**src/rtl/acc28_pkg.sv**
```systemverilog
// Shared definitions for the 28-bit windowed accumulator: input width,
// FSM state encoding and the output-width derivation.
package acc28_pkg;

  localparam int IN_W = 28;

  typedef enum logic {
    IDLE = 1'b0,
    ACC  = 1'b1
  } state_t;

  // A window of 2^nlog2 full-scale 28-bit sums needs nlog2 extra bits.
  function automatic int acc_ow(input int nlog2);
    return IN_W + nlog2;
  endfunction

endpackage

```
**src/rtl/acc28_win.sv**
```systemverilog
// Sums 2^NLOG2 consecutive valid adder outputs and presents each window total
// through a one-entry valid/ready holding register with a sticky drop flag.
module acc28_win
  import acc28_pkg::*;
#(
  parameter int NLOG2 = 4,
  parameter int OW    = acc_ow(NLOG2)
) (
  input  logic               CLK,
  input  logic               RSTN,
  input  logic               SCLR,
  input  logic [IN_W-1:0]    S_IN,
  input  logic               S_VLD,
  output logic [OW-1:0]      SUM,
  output logic               SUM_VLD,
  input  logic               SUM_RDY,
  output logic               DROP,
  output logic [NLOG2-1:0]   WCNT
);

  localparam logic [NLOG2-1:0] WLAST = '1;

  state_t            r_state, w_state_nxt;
  logic [OW-1:0]     r_acc, w_acc_nxt, w_result;
  logic [NLOG2-1:0]  r_wcnt, w_wcnt_nxt;
  logic [OW-1:0]     r_sum;
  logic              r_sum_vld, r_drop;
  logic              w_done, w_take, w_load;

  // NOTE: every signal written here gets a default first, so no path through
  // the case leaves it unassigned and no latch is inferred.
  always_comb begin
    w_state_nxt = r_state;
    w_acc_nxt   = r_acc;
    w_wcnt_nxt  = r_wcnt;
    w_done      = 1'b0;
    w_result    = r_acc + OW'(S_IN);
    case (r_state)
      IDLE: begin
        if (S_VLD) begin
          w_state_nxt = ACC;
          w_acc_nxt   = OW'(S_IN);
          w_wcnt_nxt  = NLOG2'(1);
        end
      end
      ACC: begin
        if (S_VLD) begin
          if (r_wcnt == WLAST) begin
            // Window closes here; the next sample opens a new one directly.
            w_done      = 1'b1;
            w_state_nxt = IDLE;
            w_acc_nxt   = '0;
            w_wcnt_nxt  = '0;
          end else begin
            w_acc_nxt   = w_result;
            w_wcnt_nxt  = r_wcnt + NLOG2'(1);
          end
        end
      end
      default: w_state_nxt = IDLE;
    endcase
  end

  assign w_take = r_sum_vld & SUM_RDY;
  assign w_load = w_done & (~r_sum_vld | SUM_RDY);

  // NOTE: sequential state uses non-blocking assignments so every register
  // samples the pre-edge values regardless of statement order.
  always_ff @(posedge CLK or negedge RSTN) begin
    if (!RSTN) begin
      r_state   <= IDLE;
      r_acc     <= '0;
      r_wcnt    <= '0;
      r_sum     <= '0;
      r_sum_vld <= 1'b0;
      r_drop    <= 1'b0;
    end else if (SCLR) begin
      r_state   <= IDLE;
      r_acc     <= '0;
      r_wcnt    <= '0;
      r_sum     <= '0;
      r_sum_vld <= 1'b0;
      r_drop    <= 1'b0;
    end else begin
      r_state <= w_state_nxt;
      r_acc   <= w_acc_nxt;
      r_wcnt  <= w_wcnt_nxt;
      if (w_load) begin
        r_sum     <= w_result;
        r_sum_vld <= 1'b1;
      end else if (w_take) begin
        r_sum_vld <= 1'b0;
      end
      // Holding register is full and not being drained: result is lost.
      if (w_done && !w_load) r_drop <= 1'b1;
    end
  end

  assign SUM     = r_sum;
  assign SUM_VLD = r_sum_vld;
  assign DROP    = r_drop;
  assign WCNT    = r_wcnt;

endmodule

```
**config.mk**
```make
export PLATFORM = sky130hd
export DESIGN_NAME = acc28_win
export DESIGN_NICKNAME = d
export VERILOG_FILES = /design/src/rtl/acc28_pkg.sv /design/src/rtl/acc28_win.sv
export SDC_FILE = /design/constraint.sdc
export NUM_CORES = 1
export LEC_CHECK = 0
export BUFFER_PORTS_ARGS = -buffer_cell sky130_fd_sc_hd__buf_2
export CAP_MARGIN = 25
export CORE_MARGIN = 2
export CORE_UTILIZATION = 35
export DETAILED_ROUTE_END_ITERATION = 12
export GPL_TIMING_DRIVEN = 0
export PLACE_DENSITY_LB_ADDON = 0.08
export SYNTH_ARGS = -nofsm -noshare
export SYNTH_HDL_FRONTEND = slang
export SYNTH_SLANG_ARGS = --single-unit
```
**constraint.sdc**
```tcl
create_clock -name CLK -period 6.75 [get_ports CLK]
set_input_delay 0 -clock CLK [delete_from_list [all_inputs] [get_ports CLK]]
set_output_delay 0 -clock CLK [all_outputs]
set_load 0.05 [all_outputs]
```
==> impl_results.html, run 1 <==
<table>
<tr><th>Metric</th><th>Value</th></tr>
<tr><th colspan="2">Setup path</th></tr>
<tr><td>Endpoint of the worst register-to-register path</td><td>SUM[30]</td></tr>
<tr><td>Logic depth of the worst register-to-register path</td><td>12</td></tr>
<tr><td>Number of buffer and inverter instances along the worst setup path</td><td>1</td></tr>
<tr><td>Cell family with most CP delay</td><td>compound AO/OA/AOI/OAI gates</td></tr>
<tr><td>Maximum fanout count along the critical path</td><td>4</td></tr>
<tr><td>CP most frequent cell</td><td>o2111ai_1</td></tr>
<tr><td>CP Class</td><td>register to register</td></tr>
<tr><td>Logic depth of the worst path, buffers included</td><td>12</td></tr>
<tr><td>Worst reg2reg path startpoint</td><td>r_acc[0]</td></tr>
<tr><td>Data arrival time of the critical path</td><td>3.55 ns</td></tr>
<tr><td>Slowest cell on the critical path</td><td>fa_1</td></tr>
<tr><td>Data required, critical path</td><td>7.00 ns</td></tr>
<tr><td>Startpoint type of the worst setup path</td><td>register</td></tr>
<tr><td>Slowest cell delay on critical path</td><td>0.40 ns</td></tr>
<tr><td>Register-to-register setup slack</td><td>3.45 ns</td></tr>
<tr><td>Worst path cell trace</td><td>ha_1 &gt; inv_1 &gt; fa_1 &gt; and2b_1 &gt; o2111ai_1 &gt; and3_1 &gt; o31ai_2 &gt; a31oi_1 &gt; o2111ai_1 &gt; nand4_1 &gt; xor2_1 &gt; a211oi_2</td></tr>
<tr><td>Kind of capture point of the worst setup path</td><td>register</td></tr>
<tr><th colspan="2">Pwr</th></tr>
<tr><td>Sequential share of power</td><td>35.7%</td></tr>
<tr><td>Switching power total</td><td>0.000372 W</td></tr>
<tr><td>Power density over the cells</td><td>219 nW/um2</td></tr>
<tr><td>P_int</td><td>0.000898 W</td></tr>
<tr><td>Sw frac</td><td>29.3%</td></tr>
<tr><td>Clock power frac</td><td>42.1%</td></tr>
<tr><td>Combinational fraction of design power</td><td>22.2%</td></tr>
<tr><td>Highest ir drop seen on vdd</td><td>0.0879 mV</td></tr>
<tr><td>Static power due to leakage</td><td>2.79 nW</td></tr>
<tr><th colspan="2">Global routing</th></tr>
<tr><td>Number of global-route vias before repair</td><td>4107</td></tr>
<tr><td>Global-route wire length before repair</td><td>22.3 mm</td></tr>
<tr><td>Remaining global-route overflow</td><td>0</td></tr>
<tr><td>Global-route usage over all layers</td><td>20.2%</td></tr>
<tr><td>Largest net degree at the start of global routing</td><td>39</td></tr>
<tr><td>Number of antenna violations at the first check in global routing</td><td>0</td></tr>
<tr><th colspan="2">Timing</th></tr>
<tr><td>RSZ-0062 raised after global routing</td><td>no</td></tr>
<tr><td>Hold violation count in the final report</td><td>0</td></tr>
<tr><td>Maximum clock frequency</td><td>303 MHz</td></tr>
<tr><td>Max-slew violation total from the final report</td><td>0</td></tr>
<tr><td>Final period utilization</td><td>48.8%</td></tr>
<tr><td>Hold slack</td><td>0.00493 ns</td></tr>
<tr><td>Tightest Pin Transition</td><td>0.901 ns</td></tr>
<tr><td>Total negative slack</td><td>0 ns</td></tr>
<tr><td>Setup-violating endpoint count in the final report</td><td>0</td></tr>
<tr><td>Worst-case headroom to the max-slew limit</td><td>39.7%</td></tr>
<tr><td>Setup Skew</td><td>0.00998 ns</td></tr>
<tr><td>Post-layout minimum cycle time</td><td>3.30 ns</td></tr>
<tr><th colspan="2">Min path</th></tr>
<tr><td>Class of the tightest hold or removal check</td><td>input port to register</td></tr>
<tr><td>Worst Hold Path Cells</td><td>3</td></tr>
<tr><td>Worst hold endpoint</td><td>r_acc[26]</td></tr>
<tr><td>Origin of the worst min-delay path</td><td>S_IN[26]</td></tr>
<tr><th colspan="2">Cells and area</th></tr>
<tr><td>Total Nets Final</td><td>697</td></tr>
<tr><td>Final standard cell utilization of the core</td><td>45.5%</td></tr>
<tr><td>Synthesis-to-finish area growth</td><td>26.4%</td></tr>
<tr><td>Antenna fix cells</td><td>0</td></tr>
<tr><td>Fraction of final layout cells with drive strength greater than 1</td><td>15.5%</td></tr>
<tr><th colspan="2">Drt</th></tr>
<tr><td>Average vias per placed instance</td><td>5.33</td></tr>
<tr><td>Detailed-route wire length per cell</td><td>17.1 um</td></tr>
<tr><td>Iter 0 DRT Violations</td><td>312</td></tr>
<tr><td>Final wirelength</td><td>13.8 mm</td></tr>
<tr><td>Total number of vias</td><td>4324</td></tr>
<tr><td>DRT antenna net count</td><td>0</td></tr>
<tr><td># DRC</td><td>0</td></tr>
<tr><td>Number of detailed-route iterations in the first pass</td><td>5</td></tr>
<tr><th colspan="2">Die</th></tr>
<tr><td>Height of the chip</td><td>118 um</td></tr>
<tr><td>Die X</td><td>118 um</td></tr>
<tr><td>Area enclosed by the die boundary</td><td>14000 um2</td></tr>
<tr><td>Boundary pin count</td><td>71</td></tr>
<tr><td>Initial Utilization</td><td>36.0%</td></tr>
<tr><td>Site Rows</td><td>41</td></tr>
<tr><td>Placeable core region</td><td>12700 um2</td></tr>
<tr><th colspan="2">Logic synthesis</th></tr>
<tr><td>Post-synthesis sequential area ratio</td><td>38.8%</td></tr>
<tr><td>Leading cell types by total area after synthesis</td><td>dfrtp_1, ha_1, a21oi_1</td></tr>
<tr><td>Post-synth EDFFs</td><td>0</td></tr>
<tr><td>Fraction of synthesized cell area taken by the top area cell type</td><td>38.8%</td></tr>
<tr><td>Number of cells produced by synthesis</td><td>523</td></tr>
<tr><td>Register bit count reported by yosys</td><td>71</td></tr>
<tr><td>Most used flip-flop cell after synthesis</td><td>dfrtp_1</td></tr>
<tr><td>Avg Synthesized Cell Area</td><td>8.76 um2</td></tr>
<tr><td>Cell taking the most area after synthesis</td><td>dfrtp_1</td></tr>
<tr><td>Netlist Area Pre-Place</td><td>4580 um2</td></tr>
<tr><td>Net count after synthesis</td><td>586</td></tr>
<tr><td>Top post-synthesis cells by count</td><td>dfrtp_1, nand2_1, a21oi_1, nor2_1, o21ai_0</td></tr>
<tr><td>Fraction of registers with async set/reset</td><td>100%</td></tr>
<tr><td>Number of distinct library cell variants in the gate-level netlist after synthesis</td><td>61</td></tr>
<tr><td>YS warnings</td><td>0</td></tr>
<tr><td>Most frequent cell after synthesis</td><td>dfrtp_1</td></tr>
<tr><th colspan="2">CTS</th></tr>
<tr><td>Library cell used as clock root buffer</td><td>clkbuf_16</td></tr>
<tr><td>Total clock sinks</td><td>71</td></tr>
<tr><td>Number of CTS-inserted buffers</td><td>9</td></tr>
<tr><td>H-Tree Depth</td><td>3</td></tr>
<tr><td>Worst-skew pair later-pin latency</td><td>0.34 ns</td></tr>
<tr><td>Max clock buf depth</td><td>2</td></tr>
<tr><td>Clock-pin slew reported for the worst setup and hold paths after clock tree synthesis</td><td>0.06 ns</td></tr>
<tr><td>Quantity of gates resized following cts</td><td>0</td></tr>
<tr><td>Post-CTS Repair Setup Buffers</td><td>0</td></tr>
<tr><td>CTS tree</td><td>built</td></tr>
<tr><th colspan="2">Place</th></tr>
<tr><td>PortBufs</td><td>70</td></tr>
<tr><td>Routability congestion estimate from global placement</td><td>0.893</td></tr>
<tr><td>Detailed Place HPWL</td><td>10.0 mm</td></tr>
<tr><th colspan="2">Run</th></tr>
<tr><td>Maxcap violations</td><td>0</td></tr>
<tr><th colspan="2">Run status</th></tr>
<tr><td>Status</td><td>finished clean</td></tr>
</table>
[layout make-up]
class / instances / area (um2)
fill: 1308 / 6930
multi-input combinational: 396 / 2590
sequential: 71 / 1780
timing repair buffer: 100 / 663
clock buffer: 11 / 253
tap: 172 / 215
buffer: 29 / 109
inverter: 27 / 101
clock inverter: 5 / 80.1
[worst max-delay path by stage]
stage	endpoint	from	slack (ns)
global placement	SUM[30]	r_acc[0]	3.54
detailed placement	SUM[30]	r_acc[0]	3.47
floorplan	r_acc[28]	r_acc[0]	4.05
global route	SUM[30]	r_acc[0]	3.21
finish	SUM[30]	r_acc[0]	3.45
CTS	SUM[30]	r_acc[0]	3.44
[placed cells by master (no fill, tap or decap), drive strengths merged, types with 7 or more instances in the layout]
cell         Yosys  final
a222oi          17     17
o21ai           36     36
a22oi           10     10
nor2            37     37
nor2b            7      7
xor2            14     14
dfrtp           71     71
nand4            8      8
a21oi           58     58
clkbuf          29     40
nand2b           7      7
ha              29     29
dlygate4sd3      0     29
nand3            8      8
a21o            13     13
nand2           59     59
inv             27     27
xnor2           14     14
buf              0     71
nor3            10     10
[worst register-to-register path: cells and delay by family, from the launching register on]
kind | cells | cell delay, ns
fa+ha+maj | 2 | 0.60
compound gates | 5 | 1.28
xor+xnor | 1 | 0.21
flops | 1 | 0.35
buf+inv | 1 | 0.07
simple gates | 3 | 0.70
[power groups by stage]
stage                     clock [W]  combinational [W]  sequential, W
after floorplan                   0           0.000190       0.000460
after global placement            0           0.000264       0.000460
after detailed placement          0           0.000267       0.000460
after CTS                  0.000548           0.000282       0.000453
after global routing       0.000572           0.000315       0.000455
final                      0.000535           0.000282       0.000453
[flip-flops by register name, indices dropped and copies added (netlist names)]
signal,flops
SUM,32
r_acc,32
WCNT,4
DROP,1
SUM_VLD,1
r_state,1
[repair_timing]
action	in CTS	in global routing
hold buffers	29	0
endpoints found under the hold margin	61	0
setup endpoints to repair	0	0
[stage by stage]
step	total power, W	cells	area (um2)	worst slack (ns)
after CTS	0.00128	811	5790	3.44
after global placement	0.000724	765	5150	3.54
after detailed placement	0.000727	766	5170	3.47
after floorplan	0.000650	523	4580	4.05
final	0.00127	811	5790	3.45
after global routing	0.00134	811	5790	3.21
[per-layer routing]
| metal | GRT usage (%) | wire length (um) |
|---|---|---|
| met3 | 2.65 | 474 |
| met2 | 32.0 | 6490 |
| met4 | 7.07 | 236 |
| met5 | 0 | 0 |
| met1 | 28.2 | 6640 |
[kinds of logic after synthesis]
| logic type | Yosys count | share of synthesized area, % |
|---|---|---|
| AOI/OAI and AO/OA | 173 | 25.0 |
| and+or+nand+nor | 163 | 17.5 |
| muxes | 2 | 0.437 |
| buffers and inverters | 56 | 4.59 |
| xor gates and xnor gates | 28 | 5.35 |
| DFF | 71 | 38.8 |
| adders and majority gates | 30 | 8.36 |
Note: power is estimated with default switching activity, not from simulation.
==> run 2: changes to the inputs <==
Settings changed: ABC_AREA set to 1.
Clock period 6.75 ns to 3.2 ns, I/O delays scaled along.
==> run 2 against run 1 <==
Net effect: register-to-register slack lost 2.7 ns; cell area grew 8.4%; core utilization shrank 1.8 points; clock skew shrank 0.0015 ns; synthesized cell count grew 39%; sequential cell count is the same; die area grew 11%; sequential power grew 110%; hold slack gained 0.0068 ns; critical path type unchanged; routed wire length grew 13%; largest cell class unchanged; fmax grew 33%; setup slack lost 2.7 ns; critical endpoint is now r_acc[22].
==> impl_results.html, run 2 <==
<table>
<tr><th>Metric</th><th>Value</th></tr>
<tr><th colspan="2">Cells and area</th></tr>
<tr><td>Antenna fix cells</td><td>0 (unchanged)</td></tr>
<tr><td>Total Nets Final</td><td>901 (+29%)</td></tr>
<tr><td>Synthesis-to-finish area growth</td><td>23.0%</td></tr>
<tr><td>Fin cells</td><td>1027 (+27%)</td></tr>
<tr><td>Leading cell types in the layout, fill and taps excluded</td><td>nand2_1, inv_1, buf_2</td></tr>
<tr><td>Fraction of final layout cells with drive strength greater than 1</td><td>14.2% (-1.3 points)</td></tr>
<tr><td>Commonest non-fill, non-tap cell in the layout</td><td>nand2_1</td></tr>
<tr><th colspan="2">Timing</th></tr>
<tr><td>Worst-case headroom to the max-slew limit</td><td>43.9% (+4.2 points)</td></tr>
<tr><td>Tightest Pin Transition</td><td>0.839 ns (-0.0624 ns)</td></tr>
<tr><td>RSZ-0062 raised after global routing</td><td>no</td></tr>
<tr><td>Post-layout minimum cycle time</td><td>2.48 ns (-0.815 ns)</td></tr>
<tr><td>Final period utilization</td><td>77.5% (+29 points)</td></tr>
<tr><td>Hold violation count in the final report</td><td>0 (unchanged)</td></tr>
<tr><td>Maximum clock frequency</td><td>403 MHz (+33%)</td></tr>
<tr><td>Max-slew violation total from the final report</td><td>0 (unchanged)</td></tr>
<tr><td>Total negative slack</td><td>0 ns (unchanged)</td></tr>
<tr><td>Setup-violating endpoint count in the final report</td><td>0 (unchanged)</td></tr>
<tr><td>Setup Skew</td><td>0.00843 ns (-0.00155 ns)</td></tr>
<tr><th colspan="2">Setup path</th></tr>
<tr><td>Data arrival time of the critical path</td><td>2.69 ns (-0.86 ns)</td></tr>
<tr><td>Slowest cell on the critical path</td><td>fa_1</td></tr>
<tr><td>CP Class</td><td>register to register</td></tr>
<tr><td>Worst path cell trace</td><td>ha_1 &gt; inv_1 &gt; fa_1 &gt; inv_1 &gt; nand3_1 &gt; nand2_1 &gt; nand2_1 &gt; nand2_1 &gt; nand2_1 &gt; nand2_2 &gt; nand2_1 &gt; nand2_1 &gt; xor2_1 &gt; o21ai_1</td></tr>
<tr><td>Maximum fanout count along the critical path</td><td>3 (-1)</td></tr>
<tr><td>Logic depth of the worst register-to-register path</td><td>14 (+2)</td></tr>
<tr><td>Slowest cell delay on critical path</td><td>0.44 ns (+0.04 ns)</td></tr>
<tr><td>CP most frequent cell</td><td>nand2_1</td></tr>
<tr><td>Startpoint type of the worst setup path</td><td>register</td></tr>
<tr><td>Endpoint of the worst register-to-register path</td><td>r_acc[22]</td></tr>
<tr><td>Data required, critical path</td><td>3.41 ns (-3.59 ns)</td></tr>
<tr><td>Register-to-register setup slack</td><td>0.72 ns (-2.73 ns)</td></tr>
<tr><td>Kind of capture point of the worst setup path</td><td>register</td></tr>
<tr><td>Worst reg2reg path startpoint</td><td>r_acc[0]</td></tr>
<tr><th colspan="2">Drt</th></tr>
<tr><td>Iter 0 DRT Violations</td><td>280 (-10%)</td></tr>
<tr><td># DRC</td><td>0 (unchanged)</td></tr>
<tr><td>Number of detailed-route iterations in the first pass</td><td>5 (unchanged)</td></tr>
<tr><td>Total number of vias</td><td>4946 (+14%)</td></tr>
<tr><td>Detailed-route wire length per cell</td><td>15.2 um (-11%)</td></tr>
<tr><td>Final wirelength</td><td>15.6 mm (+13%)</td></tr>
<tr><td>Average vias per placed instance</td><td>4.82 (-9.7%)</td></tr>
<tr><td>DRT antenna net count</td><td>0 (unchanged)</td></tr>
<tr><th colspan="2">Global routing</th></tr>
<tr><td>Number of global-route vias before repair</td><td>4771 (+16%)</td></tr>
<tr><td>Remaining global-route overflow</td><td>0 (unchanged)</td></tr>
<tr><td>Global-route usage over all layers</td><td>20.6% (+0.40 points)</td></tr>
<tr><td>Global-route wire length before repair</td><td>25.4 mm (+14%)</td></tr>
<tr><td>Largest net degree at the start of global routing</td><td>41 (+5.1%)</td></tr>
<tr><td>Number of antenna violations at the first check in global routing</td><td>0 (unchanged)</td></tr>
<tr><th colspan="2">Logic synthesis</th></tr>
<tr><td>Top post-synthesis cells by count</td><td>nand2_1, inv_1, dfrtp_1, nor2_1, nand3_1</td></tr>
<tr><td>Most used flip-flop cell after synthesis</td><td>dfrtp_1</td></tr>
<tr><td>Fraction of registers with async set/reset</td><td>100% (unchanged)</td></tr>
<tr><td>Fraction of synthesized cell area taken by the top area cell type</td><td>34.8% (-4.0 points)</td></tr>
<tr><td>Net count after synthesis</td><td>791 (+35%)</td></tr>
<tr><td>Number of distinct library cell variants in the gate-level netlist after synthesis</td><td>39 (-36%)</td></tr>
<tr><td>YS warnings</td><td>0 (unchanged)</td></tr>
<tr><td>Most frequent cell after synthesis</td><td>nand2_1</td></tr>
<tr><td>Cell taking the most area after synthesis</td><td>dfrtp_1</td></tr>
<tr><td>Netlist Area Pre-Place</td><td>5100 um2 (+11%)</td></tr>
<tr><td>Post-synth EDFFs</td><td>0 (unchanged)</td></tr>
<tr><td>Post-synthesis sequential area ratio</td><td>34.8% (-4.0 points)</td></tr>
<tr><td>Leading cell types by total area after synthesis</td><td>dfrtp_1, nand2_1, inv_1</td></tr>
<tr><td>Register bit count reported by yosys</td><td>71 (unchanged)</td></tr>
<tr><td>Avg Synthesized Cell Area</td><td>7.01 um2 (-20%)</td></tr>
<tr><td>Number of cells produced by synthesis</td><td>728 (+39%)</td></tr>
<tr><th colspan="2">CTS</th></tr>
<tr><td>Clock-pin slew reported for the worst setup and hold paths after clock tree synthesis</td><td>0.06 ns (about the same)</td></tr>
<tr><td>CTS tree</td><td>built</td></tr>
<tr><td>Max clock buf depth</td><td>2 (unchanged)</td></tr>
<tr><td>Post-CTS Repair Setup Buffers</td><td>0 (unchanged)</td></tr>
<tr><td>Number of CTS-inserted buffers</td><td>9 (unchanged)</td></tr>
<tr><td>H-Tree Depth</td><td>3 (unchanged)</td></tr>
<tr><td>Total clock sinks</td><td>71 (unchanged)</td></tr>
<tr><td>Library cell used as clock root buffer</td><td>clkbuf_16</td></tr>
<tr><td>Worst-skew pair later-pin latency</td><td>0.34 ns (about the same)</td></tr>
<tr><th colspan="2">Min path</th></tr>
<tr><td>Worst hold endpoint</td><td>WCNT[1]</td></tr>
<tr><td>Origin of the worst min-delay path</td><td>S_VLD</td></tr>
<tr><td>Worst Hold Path Cells</td><td>3 (unchanged)</td></tr>
<tr><td>Class of the tightest hold or removal check</td><td>input port to register</td></tr>
<tr><th colspan="2">Pwr</th></tr>
<tr><td>Static power due to leakage</td><td>3.41 nW (+22%)</td></tr>
<tr><td>Power density over the cells</td><td>414 nW/um2 (+89%)</td></tr>
<tr><td>Highest ir drop seen on vdd</td><td>0.229 mV (+160%)</td></tr>
<tr><th colspan="2">Die</th></tr>
<tr><td>Die X</td><td>125 um (+5.4%)</td></tr>
<tr><td>Height of the chip</td><td>125 um (+5.4%)</td></tr>
<tr><td>Placeable core region</td><td>14400 um2 (+13%)</td></tr>
<tr><td>Initial Utilization</td><td>35.5% (-0.49 points)</td></tr>
<tr><td>Site Rows</td><td>44 (+7.3%)</td></tr>
<tr><td>Boundary pin count</td><td>71 (unchanged)</td></tr>
<tr><td>Area enclosed by the die boundary</td><td>15600 um2 (+11%)</td></tr>
<tr><th colspan="2">Place</th></tr>
<tr><td>Placed Instances</td><td>982 (+28%)</td></tr>
<tr><td>PortBufs</td><td>69 (-1.4%)</td></tr>
<tr><td>Routability congestion estimate from global placement</td><td>0.887 (-0.63%)</td></tr>
<tr><td>Detailed Place HPWL</td><td>12.5 mm (+24%)</td></tr>
<tr><th colspan="2">Run status</th></tr>
<tr><td>Status</td><td>finished clean</td></tr>
<tr><th colspan="2">Run</th></tr>
<tr><td>Maxcap violations</td><td>0 (unchanged)</td></tr>
</table>
==> run 2: area by class of cell <==
type | count | area [um2]
inverters | 105 | 394
multi-input cells | 538 | 2810
fillers | 1541 | 8090
plain buffers | 14 | 118
well taps | 184 | 230
clock inverters | 3 | 17.5
clock buffers | 13 | 260
repair buffers | 99 | 666
flip-flops and latches | 71 | 1780
==> run 2: cell families (layout without fill, tap and decap cells) <==
group | count (synthesis) | after routing | synth area share (%)
simple gates | 381 | 381 | 31.6
buf+inv | 119 | 234 | 10.0
flops | 71 | 71 | 34.8
xor+xnor | 21 | 21 | 3.60
fa+ha+maj | 30 | 30 | 7.50
compound gates | 106 | 106 | 12.4
==> run 2: layer usage <==
layer	track usage, %	vias to the layer above	share of wire, %
met5	0	-	0
met3	2.62	16	2.8
met4	6.54	0	1.6
met2	31.8	91	44
met1	29.8	2292	52
li1	-	2547	-
==> run 2: worst max-delay path, delay by kind of cell, from the launching register on <==
kind / cells / cell delay (ns)
adders and majority gates: 2 / 0.66
and+or+nand+nor: 8 / 0.68
buffers and inverters: 2 / 0.18
AOI/OAI and AO/OA: 1 / 0.11
xor gates and xnor gates: 1 / 0.37
DFF: 1 / 0.34
==> run 2: power by group <==
group          switching [W]  internal (W)  leakage (nW)
registers          0.0000209      0.000934         0.971
logic               0.000445      0.000242          2.30
clock network       0.000390      0.000565         0.136
total               0.000856       0.00174          3.41
==> run 2: how the worst max path moves through the flow <==
stage	start	endpoint	slack, ns
after CTS	r_acc[0]	r_acc[22]	0.67
after detailed placement	r_acc[0]	r_acc[22]	0.69
after floorplan	WCNT[0]	SUM[3]	1.19
final	r_acc[0]	r_acc[22]	0.72
after global routing	r_acc[0]	r_acc[22]	0.50
after global placement	r_acc[0]	SUM[22]	0.70
==> run 2: timing repair <==
| item | in CTS | in global routing |
|---|---|---|
| gates resized for setup | 0 | 0 |
| endpoints found under the setup margin | 0 | 0 |
| hold buffers | 29 | 0 |
| hold endpoints to repair | 63 | 0 |
==> run 2: metrics by stage <==
| step | hold WS, ns | worst slack (ns) | util, % | cell area, um2 | power [W] |
|---|---|---|---|---|---|
| floorplan | -0.296 | 1.19 | - | 5100 | 0.00142 |
| global placement | 0.212 | 0.695 | 39.5 | 5680 | 0.00162 |
| detailed placement | -0.0182 | 0.690 | 39.7 | 5710 | 0.00163 |
| CTS | 0.0104 | 0.670 | 43.7 | 6280 | 0.00263 |
| global route | 0.0553 | 0.497 | 43.7 | 6280 | 0.00276 |
| finish | 0.0117 | 0.719 | 43.7 | 6280 | 0.00260 |
==> run 3: changes to the inputs <==
Clock period 3.2 ns to 2.6 ns, I/O delays scaled along.
==> run 3 against run 2 <==
Net effect: via count down 0.40%; first-iteration DRC count down 11%; sequential cell count did not move; non-clock buffer count did not move; highest routed layer unchanged; combinational power increased by 24%; register-to-register slack worse by 0.53 ns; sequential power up 23%; cell count unchanged; setup slack lost 0.53 ns.
==> impl_results.html, run 3 (synthesis results as in run 2) <==
<table>
<tr><th>Metric</th><th>Value</th></tr>
<tr><th colspan="2">Run status</th></tr>
<tr><td>Status</td><td>finished clean</td></tr>
<tr><th colspan="2">Timing</th></tr>
<tr><td>Tightest Pin Transition</td><td>0.780 ns (-0.0588 ns)</td></tr>
<tr><td>Setup Skew</td><td>0.00818 ns (-0.000245 ns)</td></tr>
<tr><td>Worst-case headroom to the max-slew limit</td><td>47.8% (+3.9 points)</td></tr>
<tr><td>Post-layout minimum cycle time</td><td>2.41 ns (-0.0682 ns)</td></tr>
<tr><td>Max-slew violation total from the final report</td><td>0 (unchanged)</td></tr>
<tr><td>Setup-violating endpoint count in the final report</td><td>0 (unchanged)</td></tr>
<tr><td>Hold violation count in the final report</td><td>0 (unchanged)</td></tr>
<tr><td>Setup WS post-layout</td><td>0.188 ns (-0.532 ns)</td></tr>
<tr><td>Total negative slack</td><td>0 ns (unchanged)</td></tr>
<tr><td>Final period utilization</td><td>92.8% (+15 points)</td></tr>
<tr><td>Maximum clock frequency</td><td>415 MHz (+2.8%)</td></tr>
<tr><td>Hold slack</td><td>0.0103 ns (-0.00139 ns)</td></tr>
<tr><td>RSZ-0062 raised after global routing</td><td>no</td></tr>
<tr><th colspan="2">Cells and area</th></tr>
<tr><td>Synthesis-to-finish area growth</td><td>23.1%</td></tr>
<tr><td>Commonest non-fill, non-tap cell in the layout</td><td>nand2_1</td></tr>
<tr><td>Fraction of final layout cells with drive strength greater than 1</td><td>14.4% (+0.12 points)</td></tr>
<tr><td>Combined area of the multi-input logic cells</td><td>2820 um2 (+0.27%)</td></tr>
<tr><td>Total Nets Final</td><td>901 (unchanged)</td></tr>
<tr><td>Antenna fix cells</td><td>0 (unchanged)</td></tr>
<tr><td>Leading cell types in the layout, fill and taps excluded</td><td>nand2_1, inv_1, buf_2</td></tr>
<tr><td>FILL cells</td><td>1539 (-0.13%)</td></tr>
<tr><td>Final standard cell utilization of the core</td><td>43.7% (+0.052 points)</td></tr>
<tr><td>Area of all placed cells without fillers</td><td>6280 um2 (+0.12%)</td></tr>
<tr><td>Sequential standard cell area</td><td>1780 um2 (unchanged)</td></tr>
<tr><th colspan="2">Place</th></tr>
<tr><td>Detailed Place HPWL</td><td>12.5 mm (unchanged)</td></tr>
<tr><td>Worst setup slack after placement</td><td>0.0898 ns (-0.600 ns)</td></tr>
<tr><td>Placed Instance Area</td><td>5710 um2 (unchanged)</td></tr>
<tr><td>Routability congestion estimate from global placement</td><td>0.887 (unchanged)</td></tr>
<tr><td>PortBufs</td><td>69 (unchanged)</td></tr>
<tr><th colspan="2">Setup path</th></tr>
<tr><td>Worst path cell trace</td><td>ha_1 &gt; inv_1 &gt; fa_1 &gt; inv_1 &gt; nand3_1 &gt; nand2_1 &gt; nand2_1 &gt; nand2_1 &gt; nand2_1 &gt; nand2_2 &gt; nand2_1 &gt; nand2_1 &gt; xor2_2 &gt; o21ai_1</td></tr>
<tr><td>Maximum fanout count along the critical path</td><td>3 (unchanged)</td></tr>
<tr><td>Kind of capture point of the worst setup path</td><td>register</td></tr>
<tr><td>Startpoint type of the worst setup path</td><td>register</td></tr>
<tr><td>Slowest cell delay on critical path</td><td>0.44 ns (about the same)</td></tr>
<tr><td>Data arrival time of the critical path</td><td>2.63 ns (-0.06 ns)</td></tr>
<tr><td>Number of buffer and inverter instances along the worst setup path</td><td>2 (unchanged)</td></tr>
<tr><td>Cell family with most CP delay</td><td>simple AND/OR/NAND/NOR gates</td></tr>
<tr><td>Data required, critical path</td><td>2.82 ns (-0.59 ns)</td></tr>
<tr><td>CP Class</td><td>register to register</td></tr>
<tr><td>Slowest cell on the critical path</td><td>fa_1</td></tr>
<tr><td>CP most frequent cell</td><td>nand2_1</td></tr>
<tr><th colspan="2">CTS</th></tr>
<tr><td>Post-CTS Repair Setup Buffers</td><td>0 (unchanged)</td></tr>
<tr><td>Total clock sinks</td><td>71 (unchanged)</td></tr>
<tr><td>Max clock buf depth</td><td>2 (unchanged)</td></tr>
<tr><td>H-Tree Depth</td><td>3 (unchanged)</td></tr>
<tr><td>Number of CTS-inserted buffers</td><td>9 (unchanged)</td></tr>
<tr><td>CTS tree</td><td>built</td></tr>
<tr><td>Clock-pin slew reported for the worst setup and hold paths after clock tree synthesis</td><td>0.06 ns (about the same)</td></tr>
<tr><td>Library cell used as clock root buffer</td><td>clkbuf_16</td></tr>
<tr><td>Worst-skew pair later-pin latency</td><td>0.34 ns (about the same)</td></tr>
<tr><th colspan="2">Global routing</th></tr>
<tr><td>Number of antenna violations at the first check in global routing</td><td>0 (unchanged)</td></tr>
<tr><td>Largest net degree at the start of global routing</td><td>41 (unchanged)</td></tr>
<tr><td>Global-route usage over all layers</td><td>20.6% (unchanged)</td></tr>
<tr><td>Remaining global-route overflow</td><td>0 (unchanged)</td></tr>
<tr><td>Number of global-route vias before repair</td><td>4771 (unchanged)</td></tr>
<tr><td>Global-route wire length before repair</td><td>25.4 mm (unchanged)</td></tr>
<tr><th colspan="2">Pwr</th></tr>
<tr><td>Power density over the cells</td><td>509 nW/um2 (+23%)</td></tr>
<tr><td>Static power due to leakage</td><td>3.41 nW (about the same)</td></tr>
<tr><td>Highest ir drop seen on vdd</td><td>0.282 mV (+23%)</td></tr>
<tr><th colspan="2">Drt</th></tr>
<tr><td>DRT antenna net count</td><td>0 (unchanged)</td></tr>
<tr><td># DRC</td><td>0 (unchanged)</td></tr>
<tr><td>Detailed-route wire length per cell</td><td>15.1 um (-0.18%)</td></tr>
<tr><td>Number of detailed-route iterations in the first pass</td><td>5 (unchanged)</td></tr>
<tr><td>Total number of vias</td><td>4926 (-0.40%)</td></tr>
<tr><td>Average vias per placed instance</td><td>4.80 (-0.40%)</td></tr>
<tr><td>Final wirelength</td><td>15.6 mm (-0.18%)</td></tr>
<tr><td>Iter 0 DRT Violations</td><td>249 (-11%)</td></tr>
<tr><th colspan="2">Die</th></tr>
<tr><td>Boundary pin count</td><td>71 (unchanged)</td></tr>
<tr><td>Initial Utilization</td><td>35.5% (unchanged)</td></tr>
<tr><td>Placeable core region</td><td>14400 um2 (unchanged)</td></tr>
<tr><td>Height of the chip</td><td>125 um (unchanged)</td></tr>
<tr><td>Site Rows</td><td>44 (unchanged)</td></tr>
<tr><td>Die X</td><td>125 um (unchanged)</td></tr>
<tr><td>Area enclosed by the die boundary</td><td>15600 um2 (unchanged)</td></tr>
<tr><th colspan="2">Run</th></tr>
<tr><td>Maxcap violations</td><td>0 (unchanged)</td></tr>
<tr><th colspan="2">Min path</th></tr>
<tr><td>Class of the tightest hold or removal check</td><td>input port to register</td></tr>
</table>
==> run 3: cell counts in the layout (fill, tap and decap cells not counted) <==
Identical to the previous run, type by type.
==> run 3: power by group <==
| part | internal [W] | switching, W | total [W] |
|---|---|---|---|
| clock | 0.000696 | 0.000481 | 0.00118 |
| combinational | 0.000299 | 0.000550 | 0.000849 |
| sequential | 0.00115 | 0.0000256 | 0.00117 |
==> run 3: metrics by stage <==
stage | power (W) | instances
floorplan | 0.00175 | 728
global placement | 0.00200 | 981
detailed placement | 0.00201 | 982
CTS | 0.00323 | 1027
global route | 0.00340 | 1027
finish | 0.00320 | 1027
==> run 3: path summary, 6_finish.rpt <==
check                           startpoint        end  cells past startpoint  slack (ns)
worst min-delay path                 S_VLD    WCNT[1]                      3        0.01
worst max-delay path              r_acc[0]  r_acc[22]                     14        0.19
min in group asynchronous             RSTN   r_acc[7]                      2        0.15
worst max register to register    r_acc[0]  r_acc[22]                     14        0.19
max in group asynchronous             RSTN  r_acc[20]                      3        1.88
worst min register to register     SUM[27]    SUM[27]                      2        0.47
==> run 3: what timing repair did <==
item	in CTS	in global routing
hold buffers	29	0
hold endpoints to repair	63	0
gates resized for setup	0	1
setup endpoints to repair	0	2
==> run 3: metal layers <==
metal	GRT usage, %	up-vias	wire, um
li1	-	2549	-
met1	29.8	2275	8110
met2	31.8	88	6770
met3	2.62	14	444
met4	6.54	0	232
met5	0	-	0
==> run 3: worst register-to-register path: cells and delay by family, from the launching register on <==
kind,cells,cell delay (ns)
and+or+nand+nor,8,0.71
buffers and inverters,2,0.18
AOI/OAI and AO/OA,1,0.10
xor gates and xnor gates,1,0.28
adders and majority gates,2,0.67
DFF,1,0.34
==> run 3: area by class of cell <==
type / count / share of cell area [%]
multi-input combinational: 538 / 44.9
clock buffer: 13 / 4.14
clock inverter: 3 / 0.279
inverter: 105 / 6.27
tap: 184 / 3.66
timing repair buffer: 99 / 10.6
sequential: 71 / 28.3
buffer: 14 / 1.87
